File: config.mk
export PLATFORM = sky130hd
export DESIGN_NAME = obstacle_draw
export DESIGN_NICKNAME = d
export VERILOG_FILES = /design/src/rtl/snake_pkg.sv /design/src/rtl/obstacle_draw.sv
export SDC_FILE = /design/constraint.sdc
export NUM_CORES = 1
export LEC_CHECK = 0
export ABC_AREA = 1
export BUFFER_PORTS_ARGS = -buffer_cell sky130_fd_sc_hd__buf_2
export CAP_MARGIN = 40
export CORE_UTILIZATION = 47
export CTS_CLUSTER_SIZE = 8
export DETAILED_ROUTE_END_ITERATION = 8
export GPL_ROUTABILITY_DRIVEN = 1
export PLACE_DENSITY_LB_ADDON = 0.2
export SETUP_SLACK_MARGIN = 0.02
export SYNTH_ARGS = -nofsm -noshare
export SYNTH_HDL_FRONTEND = slang
export SYNTH_SLANG_ARGS = --single-unit
File: constraint.sdc
create_clock -name clock -period 1.4 [get_ports clock]
set_input_delay 0.28 -clock clock [delete_from_list [all_inputs] [get_ports clock]]
set_output_delay 0.28 -clock clock [all_outputs]
set_load 0.01 [all_outputs]
File: src/rtl/snake_pkg.sv
// Shared definitions for the snake game drawing blocks.
//   state_t              : obstacle_draw FSM state encoding
//   SEG_LEN_DEFAULT      : default pixels per vertical obstacle
//   *_COLOUR_DEFAULT     : default draw, erase and collision colours
//   is_scan_state()      : true for the states that walk v_sel over the obstacle
package snake_pkg;

    localparam int unsigned SEG_LEN_DEFAULT    = 10;
    localparam logic [2:0]  OBS_COLOUR_DEFAULT = 3'b100;
    localparam logic [2:0]  BG_COLOUR_DEFAULT  = 3'b000;
    localparam logic [2:0]  HIT_COLOUR_DEFAULT = 3'b110;

    typedef enum logic [2:0] {
        StIdle,
        StErase,
        StMove,
        StSettle,
        StDraw,
        StFlush,
        StDone
    } state_t;

    function automatic logic is_scan_state(input state_t s);
        return (s == StErase) || (s == StDraw);
    endfunction

endpackage

File: src/rtl/obstacle_draw.sv
// obstacle_draw: redraws one vertical obstacle per frame tick.
// Sequence: [ERASE] -> MOVE -> SETTLE -> DRAW -> FLUSH -> DONE -> IDLE.
// Ports:
//   clock, resetn          : clock and asynchronous active-low reset
//   start                  : frame tick, honoured only in IDLE
//   endgame                : collision flag; suppresses move, selects HIT_COLOUR
//   obs_x, obs_y           : obstacle pixel position for the current v_sel
//   v_sel                  : pixel index to the obstacle block (0 outside scans)
//   move                   : one-cycle step pulse to the obstacle block
//   plot, x_out, y_out,
//   colour                 : registered VGA write strobe and pixel (1-cycle latency)
//   busy, done             : not-idle flag and end-of-redraw pulse
// Build option: define OBSTACLE_DRAW_ERASE_EN to include the ERASE pass; without it
// a start goes straight to MOVE.
module obstacle_draw
    import snake_pkg::*;
#(
    parameter int unsigned SEG_LEN    = SEG_LEN_DEFAULT,  // must not exceed 16
    parameter logic [2:0]  OBS_COLOUR = OBS_COLOUR_DEFAULT,
    parameter logic [2:0]  BG_COLOUR  = BG_COLOUR_DEFAULT,
    parameter logic [2:0]  HIT_COLOUR = HIT_COLOUR_DEFAULT
) (
    input  logic       clock,
    input  logic       resetn,
    input  logic       start,
    input  logic       endgame,
    input  logic [7:0] obs_x,
    input  logic [6:0] obs_y,
    output logic [3:0] v_sel,
    output logic       move,
    output logic       plot,
    output logic [7:0] x_out,
    output logic [6:0] y_out,
    output logic [2:0] colour,
    output logic       busy,
    output logic       done
);

    localparam logic [3:0] LAST_IDX = 4'(SEG_LEN - 1);

    state_t     r_state;
    state_t     w_state_d;
    logic [3:0] r_index;
    logic [3:0] w_index_d;
    logic       w_scan;
    logic       w_last;

    logic       r_plot;
    logic [7:0] r_x;
    logic [6:0] r_y;
    logic [2:0] r_colour;

    assign w_scan = is_scan_state(r_state);
    assign w_last = (r_index == LAST_IDX);

    always_comb begin
        w_state_d = r_state;
        w_index_d = r_index;
        unique case (r_state)
            StIdle: begin
                w_index_d = '0;
                if (start) begin
`ifdef OBSTACLE_DRAW_ERASE_EN
                    w_state_d = StErase;
`else
                    w_state_d = StMove;
`endif
                end
            end
            StErase: begin
                if (w_last) begin
                    w_state_d = StMove;
                    w_index_d = '0;
                end else begin
                    w_index_d = r_index + 4'd1;
                end
            end
            StMove:   w_state_d = StSettle;
            StSettle: w_state_d = StDraw;
            StDraw: begin
                if (w_last) begin
                    w_state_d = StFlush;
                    w_index_d = '0;
                end else begin
                    w_index_d = r_index + 4'd1;
                end
            end
            StFlush:  w_state_d = StDone;
            StDone:   w_state_d = StIdle;
            default: begin
                w_state_d = StIdle;
                w_index_d = '0;
            end
        endcase
    end

    always_ff @(posedge clock or negedge resetn) begin
        if (!resetn) begin
            r_state <= StIdle;
            r_index <= '0;
        end else begin
            r_state <= w_state_d;
            r_index <= w_index_d;
        end
    end

    // Pixel stage: whatever obs_x/obs_y show during a scan cycle is written next cycle.
    always_ff @(posedge clock or negedge resetn) begin
        if (!resetn) begin
            r_plot   <= 1'b0;
            r_x      <= '0;
            r_y      <= '0;
            r_colour <= BG_COLOUR;
        end else begin
            r_plot <= w_scan;
            if (w_scan) begin
                r_x <= obs_x;
                r_y <= obs_y;
                if (r_state == StErase) begin
                    r_colour <= BG_COLOUR;
                end else begin
                    r_colour <= endgame ? HIT_COLOUR : OBS_COLOUR;
                end
            end
        end
    end

    // State-decoded outputs; all are inactive in IDLE, which reset forces at once.
    assign v_sel  = w_scan ? r_index : 4'd0;
    assign move   = (r_state == StMove) && !endgame;
    assign busy   = (r_state != StIdle);
    assign done   = (r_state == StDone);
    assign plot   = r_plot;
    assign x_out  = r_x;
    assign y_out  = r_y;
    assign colour = r_colour;

endmodule
---- Word level (Yosys, flattened, before mapping) ----
Cells that the tools add are included.
operators by class
  reduce and logical (&&, ||, !) cells .... 8
  $add $sub $neg .......................... 1
  eq/ne operators ......................... 10
  mux-type cells .......................... 9
operators by type and width
  cell                                                                    number
  3-bit case mux with 6 select lines                                      1
  3-bit two-way mux                                                       4
  3-bit equality test (second input constant)                             3
  4-bit two-way mux                                                       2
  4-bit case mux with 2 select lines                                      1
  3-bit by 2-bit equality test with 1-bit output (second input constant)  2
  2-bit inequality test (second input constant)                           3
  4-bit by 1-bit adder with 4-bit output (second input constant)          1
  4-bit equality test (second input constant)                             1
  4-bit OR reduction                                                      1
  3-bit by 1-bit equality test with 1-bit output (second input constant)  1
  3-bit logical NOT                                                       1
  3-bit AND reduction                                                     1
  3-bit nonzero test                                                      1
  2-bit two-way mux                                                       1
  2-bit OR reduction                                                      1
  1-bit logical AND                                                       1
  1-bit logical NOT                                                       1
  1-bit logical OR                                                        1
word-level totals
  output and inout port bits .............. 26
  input bits .............................. 19
  flip-flop bits (word level) ............. 26
  logic and storage cells ................. 34

---- Depth between registers and ports, before layout ----
Gate-level depths: netlist of run 1.
  depth in word-level cells ............... 3
  gate-level depth with buffers ........... 7
  depth with buffers taken out ............ 6

---- Worst setup path after synthesis of run 1 ----
OpenSTA, ideal clock, no wires.
  path kind ............................... reg2out
  from .................................... register r_state[2]
  to ...................................... output v_sel[0]
  stages on the path, launching flop included .. 7
  buffers on the path ..................... 1
  data arrival time ....................... 1.101 ns
  slack ................................... 0.019 ns
  cell sequence ........................... dfrtp_1 -> inv_2 -> nand3_2 -> nand2_4 -> inv_4 -> buf_6 -> nor2_1
between the ends
  cells in the longest elaborated chain, start to end .. 3
ends and longest elaborated chain
  item                                                                                   line                  source
  start, declared                                                                        obstacle_draw.sv:41   state_t r_state;
  start signal, assigned                                                                 obstacle_draw.sv:99   r_state <= StIdle;
  start signal, assigned                                                                 obstacle_draw.sv:102  r_state <= w_state_d;
  3-bit by 1-bit equality test with 1-bit output or 3-bit equality test (tied branches)  snake_pkg.sv:24       return (s == StErase) || (s == StDraw);
  1-bit logical OR (*)                                                                   snake_pkg.sv:24
  4-bit two-way mux (*)                                                                  obstacle_draw.sv:129  assign v_sel = w_scan ? r_index : 4'd0;
  end, declared                                                                          obstacle_draw.sv:29   output logic [3:0] v_sel,
Mark *: on every way between the ends. The rest lies on a longest branch, timed or not.

---- Worst setup path in the final report of run 1 ----
  from .................................... register r_state[1]
  to ...................................... output v_sel[1]
Same word-level chain as after synthesis.

==> results of run 1 <==
==> worst max path at each step <==
stage | slack (ns) | end | startpoint | cells after the start
after floorplan | 0.02 | v_sel[0] | r_state[2]$_DFFE_PN0P_ | 6
after global placement | 0.16 | v_sel[2] | r_state[0]$_DFFE_PN0P_ | 6
after detailed placement | 0.1 | v_sel[2] | r_state[0]$_DFFE_PN0P_ | 6
after CTS | -0.21 | v_sel[3] | r_state[1]$_DFFE_PN0P_ | 6
after global routing | -0.32 | v_sel[2] | r_state[1]$_DFFE_PN0P_ | 6
final | -0.24 | v_sel[1] | r_state[1]$_DFFE_PN0P_ | 6
==> through the flow <==
stage,cells,utilization
finish,225,0.701
floorplan,136,-
detailed placement,207,0.614
global route,225,0.701
global placement,207,0.614
CTS,221,0.672
==> cell families after synthesis <==
group	count (synthesis)	synth area share
AND/OR/NAND/NOR	89	0.333
flip-flops	25	0.548
buffers and inverters	13	0.0647
AO/OA/AOI/OAI	6	0.0285
adder cells (fa/ha/maj)	2	0.0219
other	1	0.00329
==> Yosys cell counts (2+ instances only) <==
cell type	instances	area share
sky130_fd_sc_hd__nand2_1	62	0.20
sky130_fd_sc_hd__nor2_1	6	0.020
sky130_fd_sc_hd__buf_4	2	0.013
sky130_fd_sc_hd__nand3_1	12	0.053
sky130_fd_sc_hd__o21ai_0	4	0.018
sky130_fd_sc_hd__nand4_1	2	0.011
sky130_fd_sc_hd__inv_1	7	0.023
sky130_fd_sc_hd__ha_1	2	0.022
sky130_fd_sc_hd__buf_6	2	0.020
sky130_fd_sc_hd__dfrtp_1	25	0.55
==> worst register-to-register path: stages, from the launching register on <==
cell	delay (ns)
sky130_fd_sc_hd__dfrtp_1	0.45
sky130_fd_sc_hd__nor2_2	0.15
sky130_fd_sc_hd__nand2_2	0.09
sky130_fd_sc_hd__nand2_4	0.10
sky130_fd_sc_hd__inv_6	0.05
sky130_fd_sc_hd__buf_4	0.16
sky130_fd_sc_hd__clkbuf_16	0.16
sky130_fd_sc_hd__nand2_1	0.06
sky130_fd_sc_hd__nand2_1	0.05
==> power groups by stage <==
stage / sequential (mW) / combinational [mW] / clock, mW
global route: 1.32 / 2.42 / 0.361
CTS: 1.28 / 1.90 / 0.325
detailed placement: 1.31 / 1.64 / 0
floorplan: 1.41 / 0.985 / 0
finish: 1.29 / 2.20 / 0.319
global placement: 1.29 / 1.59 / 0
==> metal layers <==
layer	up-vias	global-route usage	wire length, um
met3	12	0.0387	155
met2	50	0.373	1450
li1	544	-	-
met1	501	0.278	1210
met5	-	0	0
met4	0	0.108	77
==> state kept, by name, summed over array words and instances, names as in the netlist <==
| signal | cells |
|---|---|
| r_index | 4 |
| colour | 2 |
| y_out | 7 |
| r_state | 3 |
| plot | 1 |
| x_out | 8 |
==> cell type report <==
type,count,area [um2],share of cell area
timing repair buffer,61,384,0.243
clock inverter,1,5.00,0.00316
sequential,25,627,0.396
multi-input combinational,98,467,0.295
tap,28,35.0,0.0222
clock buffer,3,22.5,0.0142
inverter,9,41.3,0.0261
==> cells in the final DEF (no fill, tap or decap), drive strengths merged <==
| master | synthesis | final |
|---|---|---|
| a21oi | 1 | 1 |
| ha | 2 | 2 |
| or2 | 1 | 1 |
| o21ai | 4 | 4 |
| clkbuf | 0 | 4 |
| inv | 9 | 9 |
| buf | 4 | 59 |
| dlygate4sd3 | 0 | 1 |
| nand2 | 64 | 64 |
| clkinv | 0 | 1 |
| dfrtp | 25 | 25 |
| nand3b | 1 | 1 |
| conb | 1 | 1 |
| nor2 | 7 | 7 |
| nor3 | 1 | 1 |
| a21boi | 1 | 1 |
| nand3 | 13 | 13 |
| nand4 | 2 | 2 |
==> what timing repair did <==
action | in CTS | in global routing
hold buffers | 1 | 0
buffers inserted | 10 | 5
hold endpoints to repair | 25 | 0
pin swaps | 4 | 5
setup endpoints to repair | 7 | 22
resized for setup | 11 | 8
gates cloned | 0 | 1
==> run summary, run 1 <==
The sequential fraction of the synthesis area is 0.548. The number of violations of the max-capacitance limit came out at 0. The initial standard-cell utilization of the core is 0.506. In this run the most critical hold path is launched from obs_y[1]. Entering global routing, the biggest net connects 26 pins. The checks that failed: setup timing.

For this run the aggregate overflow at the end of global routing stands at 0. The dominant register cell in the synthesized netlist is sky130_fd_sc_hd__dfrtp_1. The minimum hold slack is 0.153 ns. The maximum clock path buffer count is 2. The final critical-path setup slack is -0.241 ns. IR analysis of the VDD net gives a maximum drop of 1.40 mV. The detailed-placement wirelength estimate came out at 1700 um. The number of diodes came out at 0.

The worst hold path passes through 3 cells. Counting every instance in the synthesized netlist gives ~140. The overall power after layout came out at 3.80 mW.

The floorplan die area is roughly 0.0026 mm2. The number of global-route vias before repair was between 900 and 1000. The width of the chip is 51.3 um. The number of warnings issued by yosys is 0. The critical path goes through nor2_2, nand2_2, nand2_4, inv_6, nor2_1, buf_2.

The initial antenna violation count was 0. The critical-path maximum fanout came out at 5. CTS placed an instance of sky130_fd_sc_hd__clkbuf_4 at the clock tree root. The number of placement rows came out at 17. The worst slack at placement came out at approximately 0.096 ns. The routed wirelength normalized by instance count is between 10 and 15 um.

The worst path buffer plus inverter count is 2. The number of nets handed over by synthesis was about 160. The wire length after detailed routing is 2890 um. Summing over every cut layer, the via total after detailed routing is 1107. The critical register-to-register path endpoint is y_out[0]$_DFFE_PN0N_. The iteration-0 DRC count of the detailed router is 27. The final sum of negative setup slack is -1.35 ns. The I/O pin count came out at 45.

The number of filler instances in the final layout is 187. Of the total power, combinational logic draws 0.577. The headroom to the max-slew limit is 0.640. The path class of the tightest hold or removal check is in -> reg.

The actual transition at the worst max-transition pin came out at 0.541 ns. The overall fraction of global-route tracks in use came out at 0.223. STA classifies the critical path endpoint as a primary output. For the worst flop-to-flop path, the logic depth is 8. For this run, asynchronously set or reset flops after synthesis account for 1.00. The startpoint identified for the worst register-to-register timing path is r_state[1]$_DFFE_PN0P_. The static leakage is 0.911 nW. The clock buffer count from CTS came out at 3. The time the worst path needs with I/O delays and setup is 1.64 ns.

The largest single stage delay on the critical path is 0.45 ns. Buffers placed on the I/O ports in this run total 43. The worst endpoint required time is 1.12 ns. The switching part of the total power is 0.437. The clock drives 25 sinks. The endpoint with the worst hold slack is y_out[1]$_DFFE_PN0N_. The share of layout cells above drive strength 1 came out at 0.411.

The share of total power dissipated in sequential elements is 0.339. The number of levels the H-tree was split into is 1. For this run, design rule violations remaining after detail routing come to 0. The post-place instance area came out at 0.00138 mm2. The CTS tree is built. For the worst setup path, the data arrival time is about 1.4 ns. Averaged over all synthesized cells, the footprint is 8.39 um2. The synthesis-to-layout area growth is 38.6%.

Summed over all nets, the switching power comes to 1.66 mW. Setup repair after global routing could not meet its margin everywhere. The total count of hold-check failures in the final report came out at 0. The net count reported at finish is roughly 220.

The post-route antenna net violation count came out at 0. The kind of start point of the critical path is a flop. The synthesized flop and latch total came out at 25. The detailed-router iteration count before antenna repair is 4. Setup violations remaining at the end of the flow were counted as 7.

The first-pass GRT wire length came out at 4260 um. The floorplan die height came out at 51.3 um. The number of enable flip-flop cells after synthesis is 0. The clock skew came out at 0.00209 ns. In the finished design, the share of the clock period the worst path needs comes to 1.17.

For flop-to-flop paths, the worst setup slack is 0.04 ns. The post-synthesis cell type count is 22. The flow ran to the end, but the final reports show violations. The clock share of power is 0.084.

The number of pins with negative max-slew slack in the final report is 0. The setup path with the least slack is of type reg -> out. After clock tree synthesis, the clock-pin slew on the worst setup and hold paths is 0.14 ns. The floorplan step defined a core boundary enclosing 0.00225 mm2.

The highest clock frequency the design can meet came out at just over 0.6 GHz. The internal portion of total power is 2.14 mW. The top cell family by delay on the critical path is flip-flops.

For this design the ratio of total power to cell area is 2410 mW/mm2. The cell with the largest stage delay on the worst path is sky130_fd_sc_hd__dfrtp_1. The placer congestion estimate came out at ~0.8. The synthesized netlist occupies a cell area of 0.00114 mm2. The per-cell via count in the routed design came out at about 5. The summed area of non-filler cells in the final layout is 0.00158 mm2. For the worst-skew pair, the clock arrives at the later sink with an insertion delay of ~0.31 ns.
(Power assumes the default switching activity.)
==> run 2: changes to the inputs <==
Settings changed: CORE_ASPECT_RATIO from default to 1.2.
==> run 2 against run 1 <==
  * The flow still finishes with violations (setup timing)
  * Flip-flop and latch count unchanged
  * Hold slack improved by 0.0022 ns
  * Via count about the same
  * Clock power increased by 4%
  * Design area grew 1.7%
  * Sequential share of layout area is 0.52 points lower
  * Fmax is 1.3% higher
  * Register-to-register slack better by 0.03 ns
  * Setup slack gained 0.020 ns
  * Sequential power about the same
  * Global-route usage fell by 0.88 points
  * First-iteration DRC count shrank 33%
  * Critical path type unchanged
  * Largest cell class unchanged
==> run summary, run 2 (synthesis gave the netlist of run 1 again) <==
The flow ran to the end, but the final reports show violations. The checks that failed: setup timing. The initial antenna violation count is 0.

The kind of start point of the critical path is a flop. The critical-path maximum fanout is 6. The post-route antenna net violation count is 0. met2 is the most crowded layer. The data arrival time of the critical path came out at roughly 1.3 ns. The min-delay analysis places its worst path in the category in -> reg.

After detailed placement, the total cell area comes to 0.00139 mm2. Max-cap violations in this run came to 0. The total count of hold-check failures in the final report was 0.

The number of levels the H-tree was split into came out at 1. Of the available clock period, the critical path in the final layout requires 1.16. The actual transition at the worst max-transition pin is 0.546 ns. The detailed-placement wirelength estimate came out at between 1500 and 2000 um.

The static leakage came out at 0.902 nW. For this block, the routed nets add up to 2660 um of wire. The placer congestion estimate came out at around 0.78. IR analysis of the VDD net gives a maximum drop of between 1 and 1.5 mV.

The core footprint came out at 0.00228 mm2. The most common cell after layout, fill and taps aside is sky130_fd_sc_hd__nand2_1. The worst setup path is captured at a primary output. The per-cell via count in the routed design came out at 4.83.

The switching part of the total power is 0.435. Summing all flip-flop and latch instances after layout gives 629 um2. Final hold analysis gives a worst-case slack of 0.155 ns. The time the worst path needs with I/O delays and setup is 1.62 ns. For this run, the top clock speed supported by timing is 0.617 GHz. In the final layout, the share of cells above drive strength 1 is 0.419. The synthesis-to-layout area growth came out at 41.0%. The number of vias in the routed layout came out at 1106. The width of the chip came out at 47.0 um.

The clock skew is 0.00449 ns. In this run the tightest slew margin relative to its limit is 0.636. The number of standard cells in the layout, taps in and fillers out is 229. The placed instance count came out at 210. The die is between 50 and 60 um tall. The number of pins with negative max-slew slack in the final report is 0. The routed wirelength normalized by instance count is about 12 um. The root buffer cell is sky130_fd_sc_hd__clkbuf_4. The quantity of I/O buffers inserted on ports came out at 43.

The net switching component of the power is 1.63 mW. The number of placement rows came out at 19. The worst endpoint required time is roughly 1.1 ns. The leftover overflow at the end of global routing is 0. The final critical-path setup slack is -0.220 ns. The floorplan die area is 0.00263 mm2. For met3 alone, demand over resource in global routing was 0.0292. Prior to clock tree synthesis, the placed netlist has a worst setup slack of 0.102 ns.

The iteration-0 DRC count of the detailed router is 18. The share of total power dissipated in combinational logic is 0.562. The clock-pin slew on the worst setup and hold paths came out at between 0.1 and 0.15 ns. The count of endpoints failing setup in the final report is 7. The overall power after layout is 3.76 mW. In the global route stage, overall resource usage came out at 0.214.

The number of global-route vias before repair is 994. The number of diodes is 0. The initial utilization of the core area, before any placement, comes to 0.500. The layout has roughly 200 filler cells. The worst-skew pair later-pin latency came out at 0.32 ns. In the layout the commonest cells are 60 x sky130_fd_sc_hd__nand2_1, 42 x sky130_fd_sc_hd__buf_2, 22 x sky130_fd_sc_hd__dfrtp_1. The area of combinational cells with multiple inputs is 488 um2. The number of sinks handled by clock tree synthesis came out at 25. The met2 track demand over resource is 0.365.

The detailed-router iteration count before antenna repair is 5. The first global-routing pass estimated around 4200 um of wire. Setup repair after global routing could not meet its margin everywhere. The met1 layer usage reported by global route is 0.280. Counting along the longest clock path gives a buffer depth of 2. The I/O pin count came out at 45. The share of total power dissipated in the clock network is 0.088. The flip-flop count of the largest register after layout came out at 8. The clock buffer count from CTS came out at 3. The CTS tree is built. The internal portion of total power came out at 2.12 mW. The total power per unit cell area is 2340 mW/mm2. The share of total power dissipated in sequential elements is 0.349.

The final layout contains 220 nets. For this run, design rule violations remaining after detail routing come to 0. The critical path is of the reg -> out type. Entering global routing, the biggest net connects 26 pins. The summed area of non-filler cells in the final layout came out at 0.00161 mm2.
## run 2: final timing paths
kind                                   startpoint                      to  slack [ns]  cells past startpoint
min                                      obs_x[1]    x_out[1]$_DFFE_PN0N_        0.15                      3
min reg2reg                  x_out[6]$_DFFE_PN0N_    x_out[6]$_DFFE_PN0N_        0.49                      2
max                        r_state[1]$_DFFE_PN0P_                v_sel[1]       -0.22                      6
min in group asynchronous                  resetn   colour[2]$_DFFE_PN0N_        0.47                      2
max reg2reg                r_state[1]$_DFFE_PN0P_    x_out[2]$_DFFE_PN0N_        0.07                      8
max in group asynchronous                  resetn  r_state[2]$_DFFE_PN0P_        0.54                      2
## run 2: metrics by stage
stage	setup TNS [ns]	util
after floorplan	0	-
after global placement	0	0.608
after detailed placement	0	0.608
after CTS	-1.38	0.662
after global routing	-1.58	0.705
final	-1.19	0.705
## run 2: cell type report
class                      count  area share
clock buffer                   3      0.0140
clock inverter                 1     0.00467
inverter                       9      0.0257
multi-input combinational     98       0.303
sequential                    25       0.391
tap                           31      0.0241
timing repair buffer          62       0.237
## run 2: layer usage
metal  vias to the layer above  routed length (um)
li1                        547                   -
met1                       523                1160
met2                        32                1370
met3                         4                  88
met4                         0                  38
met5                         -                   0
## run 2: worst max-delay path: stages (launching register included)
cell and delay [ns]:
sky130_fd_sc_hd__dfrtp_2 0.47, sky130_fd_sc_hd__nor2_4 0.13, sky130_fd_sc_hd__nand2_2 0.08, sky130_fd_sc_hd__nand2_4 0.10, sky130_fd_sc_hd__inv_8 0.04, sky130_fd_sc_hd__nor2_1 0.07
sky130_fd_sc_hd__buf_2 0.13
## run 2: repair_timing
action / in CTS / in global routing
cloned: 0 / 1
buffers inserted: 9 / 6
hold buffers: 1 / 0
setup endpoints to repair: 7 / 16
endpoints found under the hold margin: 25 / 0
pin swaps: 2 / 3
resized for setup: 7 / 18
## run 2: power by group through the flow
stage / Sequential, mW / Clock [mW] / Combinational [mW]
floorplan: 1.41 / 0 / 0.985
global placement: 1.29 / 0 / 1.59
detailed placement: 1.31 / 0 / 1.63
CTS: 1.29 / 0.342 / 1.87
global route: 1.36 / 0.371 / 2.37
finish: 1.31 / 0.331 / 2.11
